--- src/rtl/interrupt_responder_pkg.sv ---
`default_nettype none
// ---------------------------------------------------------------------------
// interrupt_responder_pkg : shared CSR codes, mstatus bits, mcause values, FSM
// Revision: 1.0
// ---------------------------------------------------------------------------
package interrupt_responder_pkg;

  localparam logic [1:0] CSR_MSTATUS = 2'd0;
  localparam logic [1:0] CSR_MEPC    = 2'd1;
  localparam logic [1:0] CSR_MCAUSE  = 2'd2;
  localparam logic [1:0] CSR_NONE    = 2'd3;

  localparam int unsigned MSTATUS_MIE  = 3;
  localparam int unsigned MSTATUS_MPIE = 7;

  localparam logic [31:0] MCAUSE_TIMER = 32'h8000_0007;
  localparam logic [31:0] MCAUSE_EXT   = 32'h8000_000B;

  typedef enum logic [1:0] {
    ST_IDLE  = 2'd0,
    ST_PEND  = 2'd1,
    ST_REPLY = 2'd2
  } irq_state_e;

endpackage
`default_nettype wire

--- src/rtl/interrupt_responder_csr.sv ---
`default_nettype none
// ---------------------------------------------------------------------------
// irq_trap_csr : mepc / mcause / mstatus.{MIE,MPIE} with event-over-write priority
// Revision: 1.0
// ---------------------------------------------------------------------------
module irq_trap_csr #(
  parameter int unsigned      XLEN         = 32,
  parameter logic [XLEN-1:0]  MCAUSE_TIMER = XLEN'(interrupt_responder_pkg::MCAUSE_TIMER),
  parameter logic [XLEN-1:0]  MCAUSE_EXT   = XLEN'(interrupt_responder_pkg::MCAUSE_EXT)
) (
  input  logic            clk,
  input  logic            rst,
  input  logic            trap_take,
  input  logic            trap_timer,
  input  logic [XLEN-1:0] pc_next,
  input  logic            mret,
  input  logic            csr_we,
  input  logic [1:0]      csr_sel,
  input  logic [XLEN-1:0] csr_wdata,
  output logic            mie,
  output logic [XLEN-1:0] mepc,
  output logic [XLEN-1:0] csr_rdata
);
  import interrupt_responder_pkg::*;

  // mepc is word aligned, so only the upper bits are stored
  logic [XLEN-3:0] epc_q, epc_d;
  logic [XLEN-1:0] mcause_q, mcause_d;
  logic            mie_q, mie_d;
  logic            mpie_q, mpie_d;
  logic            unused_lsbs;

  assign unused_lsbs = ^{csr_wdata[1:0], pc_next[1:0]};

  always_comb begin
    mie_d    = mie_q;
    mpie_d   = mpie_q;
    epc_d    = epc_q;
    mcause_d = mcause_q;

    if (csr_we) begin
      case (csr_sel)
        CSR_MSTATUS: begin
          mie_d  = csr_wdata[MSTATUS_MIE];
          mpie_d = csr_wdata[MSTATUS_MPIE];
        end
        CSR_MEPC:   epc_d    = csr_wdata[XLEN-1:2];
        CSR_MCAUSE: mcause_d = csr_wdata;
        default:    ;
      endcase
    end

    // Hardware events override a same-cycle software write on the fields they own
    if (mret) begin
      mie_d  = mpie_q;
      mpie_d = 1'b1;
    end else if (trap_take) begin
      epc_d    = pc_next[XLEN-1:2];
      mcause_d = trap_timer ? MCAUSE_TIMER : MCAUSE_EXT;
      mpie_d   = mie_q;
      mie_d    = 1'b0;
    end
  end

  always_ff @(posedge clk or negedge rst) begin
    if (!rst) begin
      mie_q    <= 1'b0;
      mpie_q   <= 1'b0;
      epc_q    <= '0;
      mcause_q <= '0;
    end else begin
      mie_q    <= mie_d;
      mpie_q   <= mpie_d;
      epc_q    <= epc_d;
      mcause_q <= mcause_d;
    end
  end

  assign mie  = mie_q;
  assign mepc = {epc_q, 2'b00};

  always_comb begin
    csr_rdata = '0;
    case (csr_sel)
      CSR_MSTATUS: begin
        csr_rdata[MSTATUS_MIE]  = mie_q;
        csr_rdata[MSTATUS_MPIE] = mpie_q;
      end
      CSR_MEPC:   csr_rdata = {epc_q, 2'b00};
      CSR_MCAUSE: csr_rdata = mcause_q;
      default:    csr_rdata = '0;
    endcase
  end

endmodule
`default_nettype wire

--- src/rtl/interrupt_responder.sv ---
`default_nettype none
// ---------------------------------------------------------------------------
// interrupt_responder : interrupt/int_reply handshake, M-mode trap entry and mret
// Revision: 1.0
// ---------------------------------------------------------------------------
module interrupt_responder #(
  parameter int unsigned      XLEN         = 32,
  parameter logic [XLEN-1:0]  MCAUSE_TIMER = XLEN'(interrupt_responder_pkg::MCAUSE_TIMER),
  parameter logic [XLEN-1:0]  MCAUSE_EXT   = XLEN'(interrupt_responder_pkg::MCAUSE_EXT)
) (
  input  logic            clk,
  input  logic            rst,
  input  logic            interrupt,
  input  logic            int_istimer,
  output logic            int_reply,
  input  logic            insn_boundary,
  input  logic [XLEN-1:0] pc_next,
  input  logic [XLEN-1:0] mtvec,
  input  logic            mie_mtie,
  input  logic            mie_meie,
  input  logic            mret,
  output logic            trap_redirect,
  output logic [XLEN-1:0] trap_target,
  input  logic            csr_we,
  input  logic [1:0]      csr_sel,
  input  logic [XLEN-1:0] csr_wdata,
  output logic [XLEN-1:0] csr_rdata,
  output logic            irq_busy
);
  import interrupt_responder_pkg::*;

  irq_state_e      state_q, state_d;
  logic            int_s_q, tmr_s_q;
  logic            int_reply_q, int_reply_d;
  logic            trap_redirect_q, trap_redirect_d;
  logic [XLEN-1:0] trap_target_q, trap_target_d;
  logic            trap_take;
  logic            mie;
  logic [XLEN-1:0] mepc;
  logic            en;
  logic            req_ok;

  assign en     = mie & (tmr_s_q ? mie_mtie : mie_meie);
  assign req_ok = int_s_q & en;

  irq_trap_csr #(
    .XLEN         (XLEN),
    .MCAUSE_TIMER (MCAUSE_TIMER),
    .MCAUSE_EXT   (MCAUSE_EXT)
  ) u_csr (
    .clk        (clk),
    .rst        (rst),
    .trap_take  (trap_take),
    .trap_timer (tmr_s_q),
    .pc_next    (pc_next),
    .mret       (mret),
    .csr_we     (csr_we),
    .csr_sel    (csr_sel),
    .csr_wdata  (csr_wdata),
    .mie        (mie),
    .mepc       (mepc),
    .csr_rdata  (csr_rdata)
  );

  always_comb begin
    state_d         = state_q;
    int_reply_d     = int_reply_q;
    trap_redirect_d = 1'b0;
    trap_target_d   = trap_target_q;
    trap_take       = 1'b0;

    case (state_q)
      ST_IDLE: begin
        if (req_ok) state_d = ST_PEND;
      end
      ST_PEND: begin
        if (!req_ok) begin
          state_d = ST_IDLE;
        end else if (insn_boundary && !mret) begin
          trap_take       = 1'b1;
          state_d         = ST_REPLY;
          int_reply_d     = 1'b1;
          trap_redirect_d = 1'b1;
          trap_target_d   = mtvec;
        end
      end
      ST_REPLY: begin
        // Committed trap: only the controller dropping its request ends it
        if (!int_s_q) begin
          int_reply_d = 1'b0;
          state_d     = ST_IDLE;
        end
      end
      default: begin
        state_d     = ST_IDLE;
        int_reply_d = 1'b0;
      end
    endcase

    if (mret) begin
      trap_redirect_d = 1'b1;
      trap_target_d   = mepc;
    end
  end

  always_ff @(posedge clk or negedge rst) begin
    if (!rst) begin
      state_q         <= ST_IDLE;
      int_s_q         <= 1'b0;
      tmr_s_q         <= 1'b0;
      int_reply_q     <= 1'b0;
      trap_redirect_q <= 1'b0;
      trap_target_q   <= '0;
    end else begin
      state_q         <= state_d;
      int_s_q         <= interrupt;
      tmr_s_q         <= int_istimer;
      int_reply_q     <= int_reply_d;
      trap_redirect_q <= trap_redirect_d;
      trap_target_q   <= trap_target_d;
    end
  end

  assign int_reply     = int_reply_q;
  assign trap_redirect = trap_redirect_q;
  assign trap_target   = trap_target_q;
  assign irq_busy      = (state_q != ST_IDLE);

endmodule
`default_nettype wire

--- config.mk ---
export PLATFORM = sky130hd
export DESIGN_NAME = interrupt_responder
export DESIGN_NICKNAME = d
export VERILOG_FILES = /design/src/rtl/interrupt_responder_pkg.sv /design/src/rtl/interrupt_responder_csr.sv /design/src/rtl/interrupt_responder.sv
export SDC_FILE = /design/constraint.sdc
export NUM_CORES = 1
export LEC_CHECK = 0
export BUFFER_PORTS_ARGS = -buffer_cell sky130_fd_sc_hd__buf_4
export CORE_ASPECT_RATIO = 1.75
export CORE_MARGIN = 3
export CORE_UTILIZATION = 50
export DETAILED_ROUTE_END_ITERATION = 10
export GPL_TIMING_DRIVEN = 0
export PLACE_DENSITY = 0.87
export SKIP_LAST_GASP = 1
export SLEW_MARGIN = 20
export SYNTH_ARGS = -nofsm -noshare
export SYNTH_HDL_FRONTEND = slang
export SYNTH_SLANG_ARGS = --single-unit
--- constraint.sdc ---
create_clock -name clk -period 4.7 [get_ports clk]
set_clock_uncertainty 0.1 [all_clocks]
set_input_delay 0.235 -clock clk [delete_from_list [all_inputs] [get_ports clk]]
set_output_delay 0.235 -clock clk [all_outputs]
set_load 0.02 [all_outputs]
==> metrics.md, run 1 <==
| Metric | Value |
|---|---|
| Highest Clock Rate | `384 MHz` |
| CP Buf/Inv Count | `1` |
| DRT Wirelength | `17.5 mm` |
| PortBufs | `170` |
| Mapped Nets | `641` |
| TritonCTS clock tree | `yes` |
| RSZ-0062 raised after global routing | `false` |
| Minimum clock period | `2600 ps` |
| Top-Level Pins | `174` |
| Leakage | `3.28 nW` |
| Antenna diodes | `0` |
| DRT Pass-1 Iters | `8` |
| Global-route wire length before repair | `26.7 mm` |
| Internal power | `1.84 mW` |
| Fraction of layout cells with a size suffix above 1 | `0.353` |
| Final worst-path cycle share | `0.554` |
| Tightest Hold Check Type | `in -> reg` |
| Setup crit start kind | `flip-flop` |
| Slew margin rel. | `0.250` |
| Num CTS Buffers | `9` |
| Most frequent cells in the layout | `buf_4, dfrtp_1, nand2_1, a21oi_1, nor2b_1` |
| Wire per inst | `20.6 um` |
| CP top delay family | `simple AND/OR/NAND/NOR gates` |
| Yosys warning count | `0` |
| Max VDD drop | `0.247 mV` |
| Post-Syn Instances | `530` |
| Post-route ant nets | `0` |
| GRT Total Usage | `0.277` |
| CP Cell Sequence | `nand3b_1, nor4_2, clkbuf_1, a21oi_1` |
| Fillers | `800` |
| CTS Buffer Depth | `2` |
| CP arrival | `2710 ps` |
| Comb power frac | `0.278` |
| Core Area | `10,700 um2` |
| Post-DP HPWL | `13.3 mm` |
| Cell Area, Synth | `5490 um2` |
| Die W | `85.2 um` |
| DR vias/cell | `5.99` |
| NumNets Final | `825` |
| # resized after CTS | `0` |
| Initial Util | `0.513` |
| FP Rows | `50` |
| Most common cell after layout, fill and taps aside | `buf_4` |
| Critical path data required time | `4800 ps` |
| Remaining DRCs | `0` |
| Area grow syn2layout | `32.1%` |
| Die area | `12,300 um2` |
| Crit-path max cell delay | `1000 ps` |
| Largest fanout on the critical path | `10` |
| Vias in the first global route | `5,381` |
| H-tree lvl count | `3` |
| Worst-Skew Late Latency | `340 ps` |
| Total global routing overflow | `0` |
| Post-layout util | `0.678` |
| Mean area per synthesized cell | `10.4 um2` |
| PwrDens | `364 nW/um2` |
| Net switching power | `808 uW` |
| Maxcap violations | `0` |
| Initial antenna violation count | `0` |
| Largest net degree at the start of global routing | `103` |
| Routed vias | `5,070` |
| Synth cell types | `29` |
| CP Capture Type | `flip-flop` |
| Clock slew at reported path FFs | `70 ps` |
| Fin. max-slew vios | `0` |
| Reg power frac | `0.437` |
| Worst-Margin Slew | `1120 ps` |
| Final Hold Fails | `0` |
| Final setup fails | `0` |
| Clk sink count | `102` |
| Clock power frac | `0.285` |
| Fin Setup TNS | `0 ps` |
| Seq cells post-synth | `102` |
| Worst setup path class | `reg -> reg` |
| Postcts setup bufs | `0` |
| Die Y-Extent | `145 um` |
| GP Congestion | `0.890` |
| CP max stage cell | `nor4_2` |
| Iter 0 DRT Violations | `417` |
| Sequential-to-total area share from yosys stat | `0.465` |
| Status | `complete, no violations` |
| Sw Share | `0.306` |
| Root Driver | `clkbuf_16` |
## power groups by stage
stage	clock, mW	sequential [mW]	combinational [mW]
global route	0.782	1.17	0.790
CTS	0.752	1.15	0.734
finish	0.754	1.15	0.735
global placement	0	1.15	0.698
floorplan	0	1.18	0.373
detailed placement	0	1.16	0.727
## state kept, by name, indices dropped and copies added, names as in the netlist
register        count
u_csr.epc_q        30
int_reply           1
trap_target        32
state_q             2
int_s_q             1
u_csr.mpie_q        1
tmr_s_q             1
trap_redirect       1
u_csr.mie           1
u_csr.mcause_q     32
## synthesized netlist by cell type (all sizes together)
master	number	area (um2)
a21o	1	7.51
a22oi	28	210
nand3b	2	15.0
ha	4	50.1
nand4	2	12.5
nor3	2	10.0
and3b	1	8.76
inv	3	11.3
buf	6	52.6
or3	1	6.26
a41oi	30	263
and2	4	25.0
mux2i	4	40.0
o31ai	33	248
nor2b	58	363
nor2	3	11.3
dfrtp	102	2550
or2	2	12.5
nand3	3	15.0
o21ai	1	5.00
a21oi	59	295
clkbuf	47	176
nand2	66	248
nor4	1	12.5
or4	1	7.51
mux2	64	815
a222oi	2	20.0
## kinds of logic (layout without fill, tap and decap cells)
logic type      after synthesis  count (layout)  share of synthesized area
mux                          68              68                      0.156
fa+ha+maj                     4               4                    0.00911
simple gates                146             146                      0.136
buf+inv                      56             243                     0.0437
compound gates              154             154                      0.191
flops                       102             102                      0.465
## cell type report
class,instances,area [um2],share of cell area
Buffer,53,229,0.0316
Clock inverter,1,30.0,0.00414
Multi-Input combinational cell,372,2700,0.372
Tap cell,130,163,0.0224
Inverter,3,11.3,0.00155
Clock buffer,13,260,0.0359
Timing Repair Buffer,173,1310,0.181
Sequential cell,102,2550,0.352
## stage by stage
stage               area (um2)  setup WS [ps]  std cells  power, mW  hold slack [ps]
floorplan                 5490           2700        530       1.56             -161
global placement          6930           2250        830       1.85              246
detailed placement        6940           2150        830       1.89              246
CTS                       7260           2140        847       2.63             17.4
global route              7260           1930        847       2.74             15.8
finish                    7260           2100        847       2.64             20.9
## final timing paths
kind                              from                 end  slack [ps]  cells past startpoint
min reg2reg                  int_reply           int_reply         400                      1
min                        pc_next[20]     u_csr.epc_q[18]          20                      2
min in group asynchronous          rst     trap_target[20]         460                      2
max reg2reg                 state_q[1]  u_csr.mcause_q[25]        2100                      4
max in group asynchronous          rst      trap_target[1]        3350                      2
max                         state_q[1]  u_csr.mcause_q[25]        2100                      4
## routing by layer
layer	vias to the layer above	wire [um]	GRT usage
li1	2290	-	-
met1	2436	6210	0.315
met2	276	9150	0.478
met3	68	972	0.0346
met4	0	1140	0.191
met5	-	0	0
## what timing repair did
action | CTS | global route
endpoints found under the setup margin | 0 | 0
hold buffers | 3 | 0
endpoints found under the hold margin | 104 | 0
Note: power is estimated with default switching activity, not from simulation.
==> run 2, diff against run 1 <==
- clock period: 4.7 -> 2.6 ns (I/O delays scaled with it)
==> metrics.md, run 2 (synthesis results as in run 1) <==
| Metric | Value |
|---|---|
| H-tree lvl count | `3` |
| Maxcap violations | `0` |
| Area grow syn2layout | `43.6%` |
| Clk sink count | `102` |
| Final worst-path cycle share | `0.918` |
| Reg power frac | `0.428` |
| Clock power frac | `0.278` |
| Tightest Hold Check Type | `in -> reg` |
| Total global routing overflow | `0` |
| DRT Pass-1 Iters | `5` |
| Post-route ant nets | `0` |
| PortBufs | `170` |
| FP Rows | `50` |
| Most frequent cells in the layout | `buf_4, dfrtp_1, nand2_1, dlygate4sd3_1, a21oi_1` |
| Fin. max-slew vios | `0` |
| Core Area | `10,700 um2` |
| NumNets Final | `887` |
| Setup crit start kind | `flip-flop` |
| Highest Clock Rate | `419 MHz` |
| Clock slew at reported path FFs | `70 ps` |
| Initial Util | `0.513` |
| Critical path data required time | `2730 ps` |
| CP arrival | `2520 ps` |
| Total power draw | `4.90 mW` |
| Die W | `85.2 um` |
| Internal power | `3.38 mW` |
| Leakage | `3.54 nW` |
| Minimum clock period | `2390 ps` |
| Largest net degree at the start of global routing | `103` |
| Sw Share | `0.310` |
| DR vias/cell | `6.07` |
| Routed vias | `5,522` |
| Worst-Margin Slew | `965 ps` |
| RSZ-0062 raised after global routing | `false` |
| Max VDD drop | `0.454 mV` |
| Antenna diodes | `0` |
| PwrDens | `621 nW/um2` |
| Final setup fails | `0` |
| Vias in the first global route | `5,901` |
| Root Driver | `clkbuf_16` |
| Num CTS Buffers | `9` |
| DRT Wirelength | `19.4 mm` |
| Most common cell after layout, fill and taps aside | `buf_4` |
| GRT Total Usage | `0.311` |
| Die Y-Extent | `145 um` |
| Largest fanout on the critical path | `10` |
| Worst setup path class | `reg -> reg` |
| Wire per inst | `21.4 um` |
| GP Congestion | `0.890` |
| Post-DP HPWL | `13.3 mm` |
| Comb power frac | `0.293` |
| Net switching power | `1.52 mW` |
| Worst-Skew Late Latency | `340 ps` |
| Status | `complete, no violations` |
| TritonCTS clock tree | `yes` |
| CTS Buffer Depth | `2` |
| Final Hold Fails | `0` |
| Die area | `12,300 um2` |
| Remaining DRCs | `0` |
| Iter 0 DRT Violations | `485` |
| Fraction of layout cells with a size suffix above 1 | `0.325` |
| Fin Setup TNS | `0 ps` |
| Initial antenna violation count | `0` |
| Global-route wire length before repair | `30.0 mm` |
| Slew margin rel. | `0.356` |
| CP Capture Type | `flip-flop` |
| Top-Level Pins | `174` |
| # resized after CTS | `0` |
## run 2: final timing paths
check	cells after the start	from	to	slack [ps]
worst max-delay path	5	tmr_s_q	u_csr.epc_q[12]	210
worst min-delay path	3	mtvec[5]	trap_target[5]	30
worst max register to register	5	tmr_s_q	u_csr.epc_q[12]	210
worst min register to register	1	int_reply	int_reply	400
max in group asynchronous	2	rst	u_csr.epc_q[4]	1370
min in group asynchronous	2	rst	u_csr.epc_q[13]	350
## run 2: metrics by stage
step / worst slack [ps] / hold WS, ps / instance area, um2 / utilization / std cells
6_report: 213 / 34.2 / 7890 / 0.737 / 909
5_1_grt: 99.5 / 59.9 / 7890 / 0.737 / 909
4_1_cts: 39.6 / 35.4 / 7880 / 0.736 / 909
3_5_place_dp: 45.5 / 141 / 6940 / 0.648 / 830
3_3_place_gp: 146 / 141 / 6930 / 0.648 / 830
2_1_floorplan: 597 / -266 / 5490 / - / 530
## run 2: per-layer routing
layer / part of all wire / up-vias / GRT usage
li1: - / 2415 / -
met1: 0.34 / 2638 / 0.348
met2: 0.53 / 355 / 0.539
met3: 0.060 / 114 / 0.0448
met4: 0.069 / 0 / 0.218
met5: 0 / - / 0
## run 2: power groups by stage
| stage | clock network (mW) | logic (mW) | registers (mW) |
|---|---|---|---|
| finish | 1.36 | 1.44 | 2.10 |
| global route | 1.43 | 1.53 | 2.12 |
| CTS | 1.36 | 1.40 | 2.08 |
| detailed placement | 0 | 1.31 | 2.10 |
| global placement | 0 | 1.26 | 2.08 |
| floorplan | 0 | 0.675 | 2.14 |
## run 2: cell type report
class	instances	area (um2)
clock buffers	13	260
multi-input cells	372	2710
inverters	3	11.3
fillers	692	2810
well taps	130	163
flip-flops and latches	102	2550
clock inverters	1	30.0
repair buffers	235	1930
plain buffers	53	229
## run 2: critical path, stage by stage (launching register included)
cell and delay [ps]:
dfrtp_1 460, mux2i_1 760, or4_1 260, buf_6 170, buf_6 200, mux2_4 320
## run 2: timing repair
item                                   4_1_cts  5_1_grt
endpoints found under the hold margin      166        0
buffers inserted                             0        0
hold buffers                                65        0
